### src/rtl/df_pe_sequencer.sv
// Sequencer for one multiply/quantise/accumulate PE: clears it, streams LEN
// x/w pairs out of the two buffers, and samples the result at the fixed-latency point.
module df_pe_sequencer #(
  parameter int LEN    = 9,
  parameter int ADDR_W = 8
) (
  input  logic               clk,
  input  logic               rst,
  input  logic               cmd_valid,
  output logic               cmd_ready,
  input  logic [ADDR_W-1:0]  cmd_x_base,
  input  logic [ADDR_W-1:0]  cmd_w_base,
  output logic               x_rd_en,
  output logic [ADDR_W-1:0]  x_addr,
  input  logic signed [15:0] x_rdata,
  output logic               w_rd_en,
  output logic [ADDR_W-1:0]  w_addr,
  input  logic signed [15:0] w_rdata,
  output logic               pe_clr,
  output logic               pe_start,
  output logic signed [15:0] pe_x,
  output logic signed [15:0] pe_w,
  input  logic signed [15:0] pe_odata,
  output logic               res_valid,
  input  logic               res_ready,
  output logic signed [15:0] res_data
);

  typedef enum logic [2:0] {
    S_IDLE   = 3'd0,
    S_CLEAR  = 3'd1,
    S_STREAM = 3'd2,
    S_DRAIN  = 3'd3,
    S_HOLD   = 3'd4
  } state_t;

  localparam logic [7:0] LAST_IDX   = 8'(LEN - 1);
  localparam logic [7:0] DRAIN_LAST = 8'd2;

  state_t              r_state;
  state_t              w_nxt_state;
  logic [7:0]          r_cnt;
  logic [7:0]          w_cnt_nxt;
  logic [ADDR_W-1:0]   r_x_base;
  logic [ADDR_W-1:0]   r_w_base;
  logic                r_pe_start;
  logic                r_res_valid;
  logic signed [15:0]  r_res_data;

  logic                w_accept;
  logic                w_rd;
  logic                w_clr;
  logic                w_capture;
  logic                w_release;
  logic [ADDR_W-1:0]   w_x_addr;
  logic [ADDR_W-1:0]   w_w_addr;

  always_ff @(posedge clk or negedge rst) begin
    if (!rst) begin
      r_state <= S_IDLE;
      r_cnt   <= '0;
    end else begin
      r_state <= w_nxt_state;
      r_cnt   <= w_cnt_nxt;
    end
  end

  always_comb begin
    w_nxt_state = r_state;
    w_cnt_nxt   = r_cnt;
    w_accept    = 1'b0;
    w_rd        = 1'b0;
    w_clr       = 1'b0;
    w_capture   = 1'b0;
    w_release   = 1'b0;
    case (r_state)
      S_IDLE: begin
        if (cmd_valid) begin
          w_accept    = 1'b1;
          w_cnt_nxt   = '0;
          w_nxt_state = S_CLEAR;
        end
      end
      S_CLEAR: begin
        w_clr       = 1'b1;
        w_cnt_nxt   = '0;
        w_nxt_state = S_STREAM;
      end
      S_STREAM: begin
        w_rd = 1'b1;
        if (r_cnt == LAST_IDX) begin
          w_cnt_nxt   = '0;
          w_nxt_state = S_DRAIN;
        end else begin
          w_cnt_nxt = r_cnt + 8'd1;
        end
      end
      S_DRAIN: begin
        // the PE keeps re-adding its last term, so this edge must be exact
        if (r_cnt == DRAIN_LAST) begin
          w_capture   = 1'b1;
          w_cnt_nxt   = '0;
          w_nxt_state = S_HOLD;
        end else begin
          w_cnt_nxt = r_cnt + 8'd1;
        end
      end
      S_HOLD: begin
        if (r_res_valid && res_ready) begin
          w_release   = 1'b1;
          w_nxt_state = S_IDLE;
        end
      end
      default: w_nxt_state = S_IDLE;
    endcase
  end

  always_ff @(posedge clk or negedge rst) begin
    if (!rst) begin
      r_x_base    <= '0;
      r_w_base    <= '0;
      r_pe_start  <= 1'b0;
      r_res_valid <= 1'b0;
      r_res_data  <= '0;
    end else begin
      if (w_accept) begin
        r_x_base <= cmd_x_base;
        r_w_base <= cmd_w_base;
      end
      r_pe_start <= w_rd;
      if (w_capture) begin
        r_res_data  <= pe_odata;
        r_res_valid <= 1'b1;
      end else if (w_release) begin
        r_res_valid <= 1'b0;
      end
    end
  end

  assign w_x_addr = r_x_base + ADDR_W'(r_cnt);
  assign w_w_addr = r_w_base + ADDR_W'(r_cnt);

  assign cmd_ready = (r_state == S_IDLE);
  assign x_rd_en   = w_rd;
  assign w_rd_en   = w_rd;
  assign x_addr    = w_rd ? w_x_addr : '0;
  assign w_addr    = w_rd ? w_w_addr : '0;
  assign pe_clr    = w_clr;
  assign pe_start  = r_pe_start;
  // operands only mean something under pe_start; gating keeps them 0 otherwise
  assign pe_x      = r_pe_start ? x_rdata : '0;
  assign pe_w      = r_pe_start ? w_rdata : '0;
  assign res_valid = r_res_valid;
  assign res_data  = r_res_data;

endmodule

### config.mk
export PLATFORM = sky130hd
export DESIGN_NAME = df_pe_sequencer
export DESIGN_NICKNAME = d
export VERILOG_FILES = /design/src/rtl/df_pe_sequencer.sv
export SDC_FILE = /design/constraint.sdc
export NUM_CORES = 1
export LEC_CHECK = 0
export BUFFER_PORTS_ARGS = -buffer_cell sky130_fd_sc_hd__buf_2
export CAP_MARGIN = 15
export CORE_MARGIN = 4
export CORE_UTILIZATION = 43
export DETAILED_ROUTE_END_ITERATION = 6
export PLACE_DENSITY_LB_ADDON = 0.1
export SLEW_MARGIN = 10
export SYNTH_ARGS = -nofsm -noshare
export SYNTH_HDL_FRONTEND = slang
export SYNTH_SLANG_ARGS = --single-unit
### constraint.sdc
create_clock -name clk -period 2.09 [get_ports clk]
set_clock_uncertainty 0.05 [all_clocks]
set_input_delay 0.418 -clock clk [delete_from_list [all_inputs] [get_ports clk]]
set_output_delay 0.418 -clock clk [all_outputs]
set_load 0.02 [all_outputs]
# == Word-level counts from Yosys, hierarchy flattened ==
# Index checks and enable logic that the tools add are counted.
# word_totals
out_inout_bits,70
word_cells,49
ff_bits,45
# op_classes
n_mux,23
n_reduce_logical,6
n_addsub,3
eq_ne,10
# ops
operator,count
$mux W8,5
$mux W16,2
$pmux W8 S4,1
$add A8 B8 Y8,2
$pmux W3 S5,1
$mux W3,4
$mux W1,10
$add A8 B1 Y8 const B,1
$eq A8 B2 Y1 const B,1
$eq A8 B4 Y1 const B,1
$ne A2 B2 Y1 const B,4
$eq A3 B2 Y1 const B,2
$reduce_and A4 Y1,1
$reduce_bool A4 Y1,1
$eq A3 B1 Y1 const B,1
$eq A3 B3 Y1 const B,1
$logic_not A3 Y1,1
$reduce_and A2 Y1,1
$reduce_bool A2 Y1,1
$logic_and A1 B1 Y1,1

# == Depth between registers and ports, before layout ==
# Gate-level depths: netlist of the first run.
# depth
word_depth,5
depth_mapped,8

# == Worst setup path before layout of the first run ==
# No wires, ideal clock.
# synth_timing
kind,register -> output
start,register r_cnt[1]
end,output w_addr[7]
setup_slack_ns,-0.386
t_required_ns,1.622
stages_incl_launch_ff,6
arrival_ns,2.008
path_cell_list,dfrtp_1 > ha_1 > a211oi_1 > o21bai_1 > o41ai_1 > mux2i_1
# synth_between
elab_chain_len,2
# synth_rtl
item,line,text
"start, declared",42,logic [7:0] r_cnt;
"start signal, assigned",64,r_cnt <= w_cnt_nxt;
$add A8 B8 Y8,141,assign w_w_addr = r_w_base + ADDR_W'(r_cnt);
$mux W8,147,assign w_addr = w_rd ? w_w_addr : '0;
"end, declared",17,"output logic [ADDR_W-1:0] w_addr,"
# Every way passes these cells.

# == Worst setup path after layout of the first run ==
# Ends and elaborated chain as after synthesis.

==> impl_results.md, run 1 <==
- Actual transition at the worst max-transition pin: 0.647 ns
- Final non-filler cell area: 4640 µm²
- Root cell of the clock tree: clkbuf_8
- Max-slew headroom: 56.9%
- Routed wire length per instance: 15.6 µm
- Final period demand of the worst path: 2.48 ns
- Setup crit start: r_cnt[1]$_DFFE_PN0P_
- Outcome: finished with violations
- Hpwl dp: 6520 µm
- WP data arrival: 2.01 ns
- Count of maximum capacitance violations: 0
- Top fanout value on the critical path: 4
- Insertion delay to the later sink of the worst-skew pair: 0.31 ns
- Post-Synthesis Cells: 289
- DRT antenna net count: 0
- Post-layout instance count excluding filler cells: 552
- Layout overhead on the synthesized area: 57.0%
- Placed cell areas: 4090 µm²
- Total power: 1510 µW
- Data required, critical path: 1.62 ns
- Area of the die: 8270 µm²
- Critical path cell sequence: ha_4 > a211oi_4 > o21bai_4 > o41ai_4 > mux2i_2 > buf_4
- Cell area after synthesis: 2960 µm²
- Final Max Tran Viols: 0
- Leak pwr: 0.00256 µW
- Maximum ir drop on the vdd rail: 314 µV
- Nature of the critical path startpoint: flip-flop
- Worst-case clock buffer depth: 2
- Layout cells sized above 1: 59.4%
- All-layer global routing usage: 20.6%
- Syn nets: 376
- Cell variety after synth: 49
- Violated checks: negative setup slack
- Power per unit of standard cell area: 325 nW/µm²
- GPL Wtd Cong: 0.817
- Number of setup violations in the final report: 15
- Maximum level of the CTS H-tree: 2
- Flip-flop and latch count after synthesis: 45
- Largest net degree at the start of global routing: 34
- Fin crit share: 118%
- Starting density of the core: 45.5%
- Num rows: 29
- Vias in the first global route: 2,889
- R2R depth: 8
- Prevailing post-synth register cell: dfrtp_1
- Total of buffers placed on input and output ports: 137
- Sequential cell area fraction in the yosys report: 38.1%
- Count of boundary I/O pins: 138
- Worst setup timing slack at the placement stage: -0.230 ns
- Width of the die: 90.9 µm
- Diode insertion count for antenna repair: 0
- DR vias: 2,812
- Clock-pin slew on the worst setup and hold paths: 0.10 ns
- Number of flops mapped to enable cells by yosys: 0
- Avg Vias per Cell: 5.09
- CTS tree: built
- Smallest setup slack after layout: -0.385 ns
- Placeable core area: 6490 µm²
- Initial detailed-routing violation count: 49
- CTS sink count: 45
- RSZ-0062 raised after global routing: yes
- Average instance area after synthesis: 10.2 µm²
- Synthesis warning total: 0
- Maximum single-stage delay on the critical path: 0.45 ns
- FF-to-FF End: res_data[14]$_DFFE_PN0P_
- Fmax achieved: 0.404 GHz
- Net count reported at finish: 561
- Critical Path End Type: primary output
- DRC Markers: 0
- Critical path class: reg2out
- Overflow left after global routing: 0
- Routed Wire Length: 8640 µm
- DR pass1 iterations: 6
- Wire length of the first global-routing pass: 14,000 µm
- Worst r2r src: r_cnt[0]$_DFFE_PN0P_
- Number of antenna violations at the first check in global routing: 0
- Worst-path cell with the longest stage delay: dfrtp_2
- Asr flop ratio synth: 100%
- Number of cells in the design after placement: 533
- Number of hold violations in the final report: 0
- Min-delay worst type: in2async
- Number of buffers created by CTS: 5
- Die Y: 90.9 µm
- FF-to-FF setup slack: 0.12 ns
[logic make-up (layout without fill, tap and decap cells)]
logic type | Yosys count | in the layout | synth area share [%]
DFF | 45 | 45 | 38.1
and+or+nand+nor | 110 | 110 | 21.5
buffers and inverters | 26 | 212 | 4.95
adders and majority gates | 19 | 19 | 8.55
muxes | 36 | 36 | 14.7
xor gates and xnor gates | 5 | 5 | 1.48
AOI/OAI and AO/OA | 48 | 48 | 10.8
[final cells by class]
| class | count | area, µm² |
|---|---|---|
| clock buffers | 5 | 68.8 |
| fillers | 493 | 1850 |
| clock inverters | 3 | 21.3 |
| flip-flops and latches | 45 | 1130 |
| repair buffers | 193 | 1290 |
| inverters | 11 | 46.3 |
| multi-input cells | 218 | 2000 |
| well taps | 77 | 96.3 |
[state kept, by name, summed over array words and instances (netlist names)]
signal	cells
r_x_base	8
pe_start	1
r_state	3
r_w_base	8
res_data	16
res_valid	1
r_cnt	8
[how the worst max path moves through the flow]
stage           endpoint  slack, ns  cells after the start
2_1_floorplan  w_addr[7]      -0.12                      5
3_3_place_gp   w_addr[7]      -0.18                      6
3_5_place_dp   w_addr[7]      -0.23                      6
4_1_cts        w_addr[7]      -0.41                      6
5_1_grt        w_addr[7]      -0.48                      6
6_report       w_addr[7]      -0.39                      6
[synth_stat cells, drive strengths merged, types with 4 or more instances]
cell,number,area share (%)
dfrtp,45,38
and2,34,7.2
mux2,32,13
nand2,18,2.3
ha,17,7.2
o21ai,13,2.2
buf,11,3.0
inv,11,1.4
nor2,10,1.3
nand3,8,1.4
and3,7,1.5
nor3,7,1.2
nor3b,7,1.8
a21oi,6,1.0
a211oi,5,1.3
a31oi,4,0.85
clkbuf,4,0.51
mux2i,4,1.4
[stage by stage]
| stage | hold WS (ns) | utilization, % | setup TNS, ns |
|---|---|---|---|
| detailed placement | 0.367 | 63.0 | -1.01 |
| floorplan | 0.0724 | - | -0.370 |
| CTS | 0.0259 | 69.3 | -4.15 |
| global placement | 0.355 | 63.0 | -0.754 |
| finish | 0.0122 | 71.5 | -3.61 |
| global route | 0.0295 | 71.5 | -4.90 |
[repair_timing]
item                                    4_1_cts  5_1_grt
hold endpoints to repair                      0        0
hold buffers                                  0        0
endpoints found under the setup margin       16       35
setup buffers                                 6        3
pin swaps                                    17       16
cloned                                        1        1
resized for setup                            54       23
[power by group]
| group | switching [µW] | total (µW) | internal [µW] | leakage [µW] |
|---|---|---|---|---|
| clock network | 320 | 558 | 238 | 0.0000445 |
| logic | 33.9 | 81.8 | 47.9 | 0.00193 |
| registers | 0 | 870 | 870 | 0.000590 |
[layout by cell type (no fill, tap or decap), types with 4 or more instances in the layout]
| cell type | instances |
|---|---|
| inv_1 | 9 |
| nand2_1 | 18 |
| dfrtp_1 | 43 |
| and3_1 | 5 |
| buf_2 | 121 |
| nor3_1 | 6 |
| mux2_4 | 9 |
| buf_4 | 53 |
| o21ai_0 | 6 |
| clkbuf_8 | 5 |
| ha_4 | 6 |
| nor2_1 | 10 |
| buf_6 | 12 |
| mux2_2 | 23 |
| nor3b_2 | 5 |
| ha_1 | 11 |
| nand3_1 | 8 |
| and2_1 | 33 |
| a31oi_1 | 4 |
[metal layers]
metal / track usage (%) / part of all wire, %
met1: 24.2 / 42
met3: 4.25 / 5.0
met2: 38.6 / 52
met4: 3.77 / 0.75
met5: 0 / 0
[worst max-delay path: cells and delay by family, from the launching register on]
family                   cells  cell delay (ns)
buffers and inverters        1             0.16
multiplexers                 1             0.24
AO/OA/AOI/OAI                3             0.62
flip-flops                   1             0.45
adder cells (fa/ha/maj)      1             0.24
No activity file was read; power rests on OpenSTA's default activity.
==> inputs of run 2 (changes only) <==
==> constraint.sdc (replaced) <==
create_clock -name clk -period 2.09 [get_ports clk]
set_clock_uncertainty 0.05 [all_clocks]
set_input_delay 0.1045 -clock clk [delete_from_list [all_inputs] [get_ports clk]]
set_output_delay 0.1045 -clock clk [all_outputs]
set_load 0.02 [all_outputs]
==> impl_results.md, run 2 (synthesis gave the netlist of run 1 again) <==
- Maximum ir drop on the vdd rail: 327 µV
- Overflow left after global routing: 0
- Total area of sequential cells: 1130 µm²
- Placed cell areas: 3790 µm²
- Total of buffers placed on input and output ports: 137
- Number of cells in the design after placement: 506
- Fin crit share: 107%
- Vias in the first global route: 2,914
- Number of buffers created by CTS: 5
- Multi-input logic area: 1920 µm²
- Root cell of the clock tree: clkbuf_8
- Layout cells sized above 1: 52.8%
- Violated checks: negative setup slack
- Commonest non-fill, non-tap cell in the layout: buf_2
- DR vias: 2,938
- Insertion delay to the later sink of the worst-skew pair: 0.30 ns
- Routed wire length per instance: 15.7 µm
- Maximum level of the CTS H-tree: 2
- Post-layout instance count excluding filler cells: 564
- Smallest setup slack after layout: -0.143 ns
- Wire length of the first global-routing pass: 14,200 µm
- GPL Wtd Cong: 0.834
- Num rows: 29
- Avg Vias per Cell: 5.21
- Max-slew headroom: 56.5%
- Fmax achieved: 0.448 GHz
- Final core utilization: 72.3%
- Largest net degree at the start of global routing: 38
- CTS tree: built
- WP data arrival: 2.08 ns
- Final Max Tran Viols: 0
- Clock-pin slew on the worst setup and hold paths: 0.09 ns
- Width of the die: 90.9 µm
- Min-delay worst type: in2reg
- Commonest cells after routing, fill and taps aside: 126 x buf_2, 42 x dfrtp_1, 34 x buf_4
- Initial detailed-routing violation count: 96
- Hpwl dp: 6130 µm
- Net count reported at finish: 573
- Number of setup violations in the final report: 7
- Number of hold violations in the final report: 0
- Count of boundary I/O pins: 138
- Routed Wire Length: 8850 µm
- Power per unit of standard cell area: 357 nW/µm²
- Data required, critical path: 1.94 ns
- Max FFs per register: 16
- DRC Markers: 0
- All-layer global routing usage: 20.6%
- Layout overhead on the synthesized area: 58.8%
- Die Y: 90.9 µm
- Placeable core area: 6490 µm²
- Area of the die: 8270 µm²
- Critical Path End Type: primary output
- CTS sink count: 45
- Number of antenna violations at the first check in global routing: 0
- Actual transition at the worst max-transition pin: 0.653 ns
- Nature of the critical path startpoint: flip-flop
- RSZ-0062 raised after global routing: yes
- Outcome: finished with violations
- Count of maximum capacitance violations: 0
- Final period demand of the worst path: 2.23 ns
- Leak pwr: 0.00253 µW
- DR pass1 iterations: 4
- Top fanout value on the critical path: 2
- Starting density of the core: 45.5%
- Diode insertion count for antenna repair: 0
- Final non-filler cell area: 4700 µm²
- Fill count: 491
- Worst-case clock buffer depth: 2
- DRT antenna net count: 0
- Critical path class: reg2out
-- run 2: changes by cell type in the layout (fill, tap and decap cells not counted), moves of 4 or more --
cell           before  now
dlygate4sd3_1       0   32
buf_4              53   34
ha_1               11    3
buf_2             121  126
ha_4                6   11
buf_6              12    8
-- run 2: area by class of cell --
cell class / instances / area share, %
inverter: 11 / 0.959
clock inverter: 1 / 0.639
multi-input combinational: 218 / 40.8
sequential: 45 / 24.1
tap: 77 / 2.05
timing repair inverter: 1 / 0.107
clock buffer: 7 / 1.84
timing repair buffer: 204 / 29.5
-- run 2: timing repair --
action / CTS / global route
hold buffers: 32 / 0
setup buffers: 10 / 5
pin swaps: 13 / 12
gates resized for setup: 35 / 32
setup endpoints to repair: 9 / 26
hold endpoints to repair: 39 / 0
gates cloned: 1 / 2
-- run 2: path summary, 6_finish.rpt --
kind / end / depth (start not counted) / slack, ns / start
min in group asynchronous: r_w_base[4]$_DFFE_PN0P_ / 2 / 0.13 / rst
max in group asynchronous: r_cnt[3]$_DFFE_PN0P_ / 3 / 1.08 / rst
hold reg to reg: res_data[2]$_DFFE_PN0P_ / 1 / 0.46 / res_data[2]$_DFFE_PN0P_
setup reg to reg: res_data[11]$_DFFE_PN0P_ / 8 / 0.05 / r_cnt[1]$_DFFE_PN0P_
hold / removal: r_x_base[7]$_DFFE_PN0P_ / 2 / 0.004 / cmd_x_base[7]
setup / recovery: x_addr[7] / 8 / -0.14 / r_cnt[1]$_DFFE_PN0P_
-- run 2: routing by layer --
metal	GRT usage, %	up-vias	part of all wire (%)
met5	0	-	0
met4	3.14	0	0.79
met3	4.17	7	5.4
met2	36.8	105	53
met1	26.2	1410	40
li1	-	1416	-
-- run 2: power breakdown --
group	switching (µW)	leakage, µW	internal, µW
combinational	40.0	0.00188	84.2
clock	293	0.0000585	390
sequential	0	0.000591	870
-- run 2: metrics by stage --
stage / total power (µW) / hold slack [ns] / setup TNS (ns) / setup slack, ns
after floorplan: 889 / -0.241 / -0.00501 / -0.00501
after global placement: 964 / -0.0730 / 0 / 0.0396
after detailed placement: 966 / -0.0737 / -0.0143 / -0.0143
after CTS: 1700 / 0.00106 / -0.628 / -0.147
after global routing: 1740 / -0.0000676 / -1.42 / -0.246
final: 1680 / 0.00358 / -0.670 / -0.143
-- run 2: critical path, stage by stage (launching register included) --
cell,delay [ns]
dfrtp_1,0.40
buf_4,0.15
buf_6,0.12
ha_4,0.23
a211oi_2,0.19
o21bai_1,0.14
o22ai_1,0.16
mux2i_1,0.23
buf_4,0.17
==> inputs of run 3 (changes only) <==
- CORE_ASPECT_RATIO: unset -> 0.9
==> impl_results.md, run 3 (synthesis gave the netlist of run 1 again) <==
- Diode insertion count for antenna repair: 0
- Final non-filler cell area: 4540 µm²
- Smallest setup slack after layout: -0.185 ns
- Net switching fraction of the power: 23.7%
- Layout overhead on the synthesized area: 53.6%
- Routed met1 length: 3660 µm
- Die Y: 86.7 µm
- Avg Vias per Cell: 5.07
- Clock-pin slew on the worst setup and hold paths: 0.09 ns
- Number of buffers and inverters on the critical path: 1
- Maximum single-stage delay on the critical path: 0.42 ns
- Final period demand of the worst path: 2.27 ns
- Wire length on met3: 585 µm
- Count of maximum capacitance violations: 0
- Clock share of power: 36.0%
- DRT antenna net count: 0
- Proportion of power drawn by combinational gates: 8.2%
- All-layer global routing usage: 21.2%
- Routed wire length per instance: 16.3 µm
- Commonest non-fill, non-tap cell in the layout: buf_2
- Critical Path End Type: primary output
- Num rows: 28
- Top cell family by delay on the critical path: compound AO/OA/AOI/OAI gates
- Root cell of the clock tree: clkbuf_8
- Worst Hold Slack: 0.00566 ns
- GPL Wtd Cong: 0.864
- DR pass1 iterations: 4
- Nature of the critical path startpoint: flip-flop
- Maximum level of the CTS H-tree: 2
- Net count reported at finish: 568
- Insertion delay to the later sink of the worst-skew pair: 0.30 ns
- Critical path class: reg2out
- Initial detailed-routing violation count: 103
- Largest net degree at the start of global routing: 46
- Sum Neg Setup Slack: -0.796 ns
- Worst setup timing slack at the placement stage: -0.0251 ns
- Highest layer used for signal routing: met4
- Final core utilization: 68.6%
- Max-slew headroom: 54.9%
- Total of buffers placed on input and output ports: 137
- Relative contribution of sequential cells to total power: 55.8%
- Data required, critical path: 1.94 ns
- RSZ-0062 raised after global routing: yes
- Number of antenna violations at the first check in global routing: 0
- Violated checks: negative setup slack
- Final Max Tran Viols: 0
- DRC Markers: 0
- Outcome: finished with violations
- Hpwl dp: 6140 µm
- Commonest cells after routing, fill and taps aside: 128 x buf_2, 42 x dfrtp_1, 36 x buf_4
- Max FFs per register: 16
- Number of setup violations in the final report: 9
- Worst-path cell with the longest stage delay: dfrtp_1
- Power spent charging and discharging nets: 369 µW
- Total area of sequential cells: 1130 µm²
- Fmax achieved: 0.440 GHz
- Area of the die: 8270 µm²
- Min-delay worst type: in2reg
- Routed Wire Length: 9300 µm
- Vias in the first global route: 2,755
- Fill count: 514
- Wire length of the first global-routing pass: 13,500 µm
- Power per unit of standard cell area: 343 nW/µm²
- CTS sink count: 45
- Actual transition at the worst max-transition pin: 0.677 ns
- Starting density of the core: 44.7%
- DR vias: 2,902
- Count of boundary I/O pins: 138
- Maximum ir drop on the vdd rail: 299 µV
- Overflow left after global routing: 0
- Width of the die: 95.4 µm
- WP data arrival: 2.12 ns
- Number of buffers created by CTS: 5
- Met2 WL post-DR: 4900 µm
- Fin crit share: 109%
- Multi-input logic area: 1870 µm²
- Placeable core area: 6620 µm²
- Cell Int Power: 1190 µW
- Layout cells sized above 1: 50.6%
- Worst-case clock buffer depth: 2
- CTS tree: built
- Critical path cell sequence: ha_4 > a211oi_4 > o21bai_2 > o41ai_2 > mux2i_1 > buf_4
- Number of hold violations in the final report: 0
- Leak pwr: 0.00251 µW
- Top fanout value on the critical path: 2
- Placed cell areas: 3810 µm²
run 3: changes by cell type in the layout (fill, tap and decap cells not counted), moves of 2 or more:
cell / delta
inv_1: +2
ha_2: -2
o21ai_0: -3
buf_4: +2
buf_2: +2
ha_1: +6
o21ai_1: +3
ha_4: -4
buf_6: -5
run 3: routing by layer:
layer,vias to the layer above,global-route usage (%)
met4,0,6.59
met1,1392,24.3
met3,14,3.47
met2,94,39.8
met5,-,0
li1,1402,-
run 3: layout make-up:
cell class / count / area share, %
multi-input combinational: 218 / 41.2
timing repair buffer: 200 / 28.6
sequential: 45 / 24.9
tap: 90 / 2.48
clock buffer: 6 / 1.60
inverter: 11 / 0.909
clock inverter: 2 / 0.331
run 3: power by group through the flow:
stage	Sequential, µW	Combinational [µW]	Clock (µW)
floorplan	887	1.91	0
global placement	887	80.4	0
detailed placement	887	82.1	0
CTS	870	128	571
global route	870	140	609
finish	870	127	561
run 3: worst reg2reg max path: cells and delay by family, from the launching register on:
| kind | cells | cell delay [ns] |
|---|---|---|
| buf+inv | 3 | 0.46 |
| simple gates | 3 | 0.53 |
| fa+ha+maj | 1 | 0.17 |
| mux | 1 | 0.31 |
| flops | 1 | 0.43 |
run 3: path summary, 6_finish.rpt:
| check | cells after the start | slack [ns] | endpoint | startpoint |
|---|---|---|---|---|
| worst max register to register | 8 | 0.04 | res_data[15]$_DFFE_PN0P_ | r_cnt[1]$_DFFE_PN0P_ |
| min in group asynchronous | 3 | 0.36 | r_cnt[1]$_DFFE_PN0P_ | rst |
| worst min register to register | 1 | 0.46 | res_data[5]$_DFFE_PN0P_ | res_data[5]$_DFFE_PN0P_ |
| worst min-delay path | 2 | 0.006 | r_x_base[0]$_DFFE_PN0P_ | cmd_x_base[0] |
| max in group asynchronous | 3 | 1.20 | r_cnt[0]$_DFFE_PN0P_ | rst |
| worst max-delay path | 6 | -0.18 | w_addr[7] | r_w_base[1]$_DFFE_PN0P_ |
run 3: through the flow:
stage          total power, µW  instances
6_report                  1560        572
5_1_grt                   1620        572
4_1_cts                   1570        564
3_5_place_dp               969        520
3_3_place_gp               968        520
2_1_floorplan              889        289
run 3: what timing repair did:
action | CTS | global route
hold buffers | 31 | 0
pin swaps | 7 | 14
endpoints found under the setup margin | 9 | 27
gates resized for setup | 32 | 24
gates cloned | 0 | 1
hold endpoints to repair | 75 | 0
buffers inserted | 5 | 8
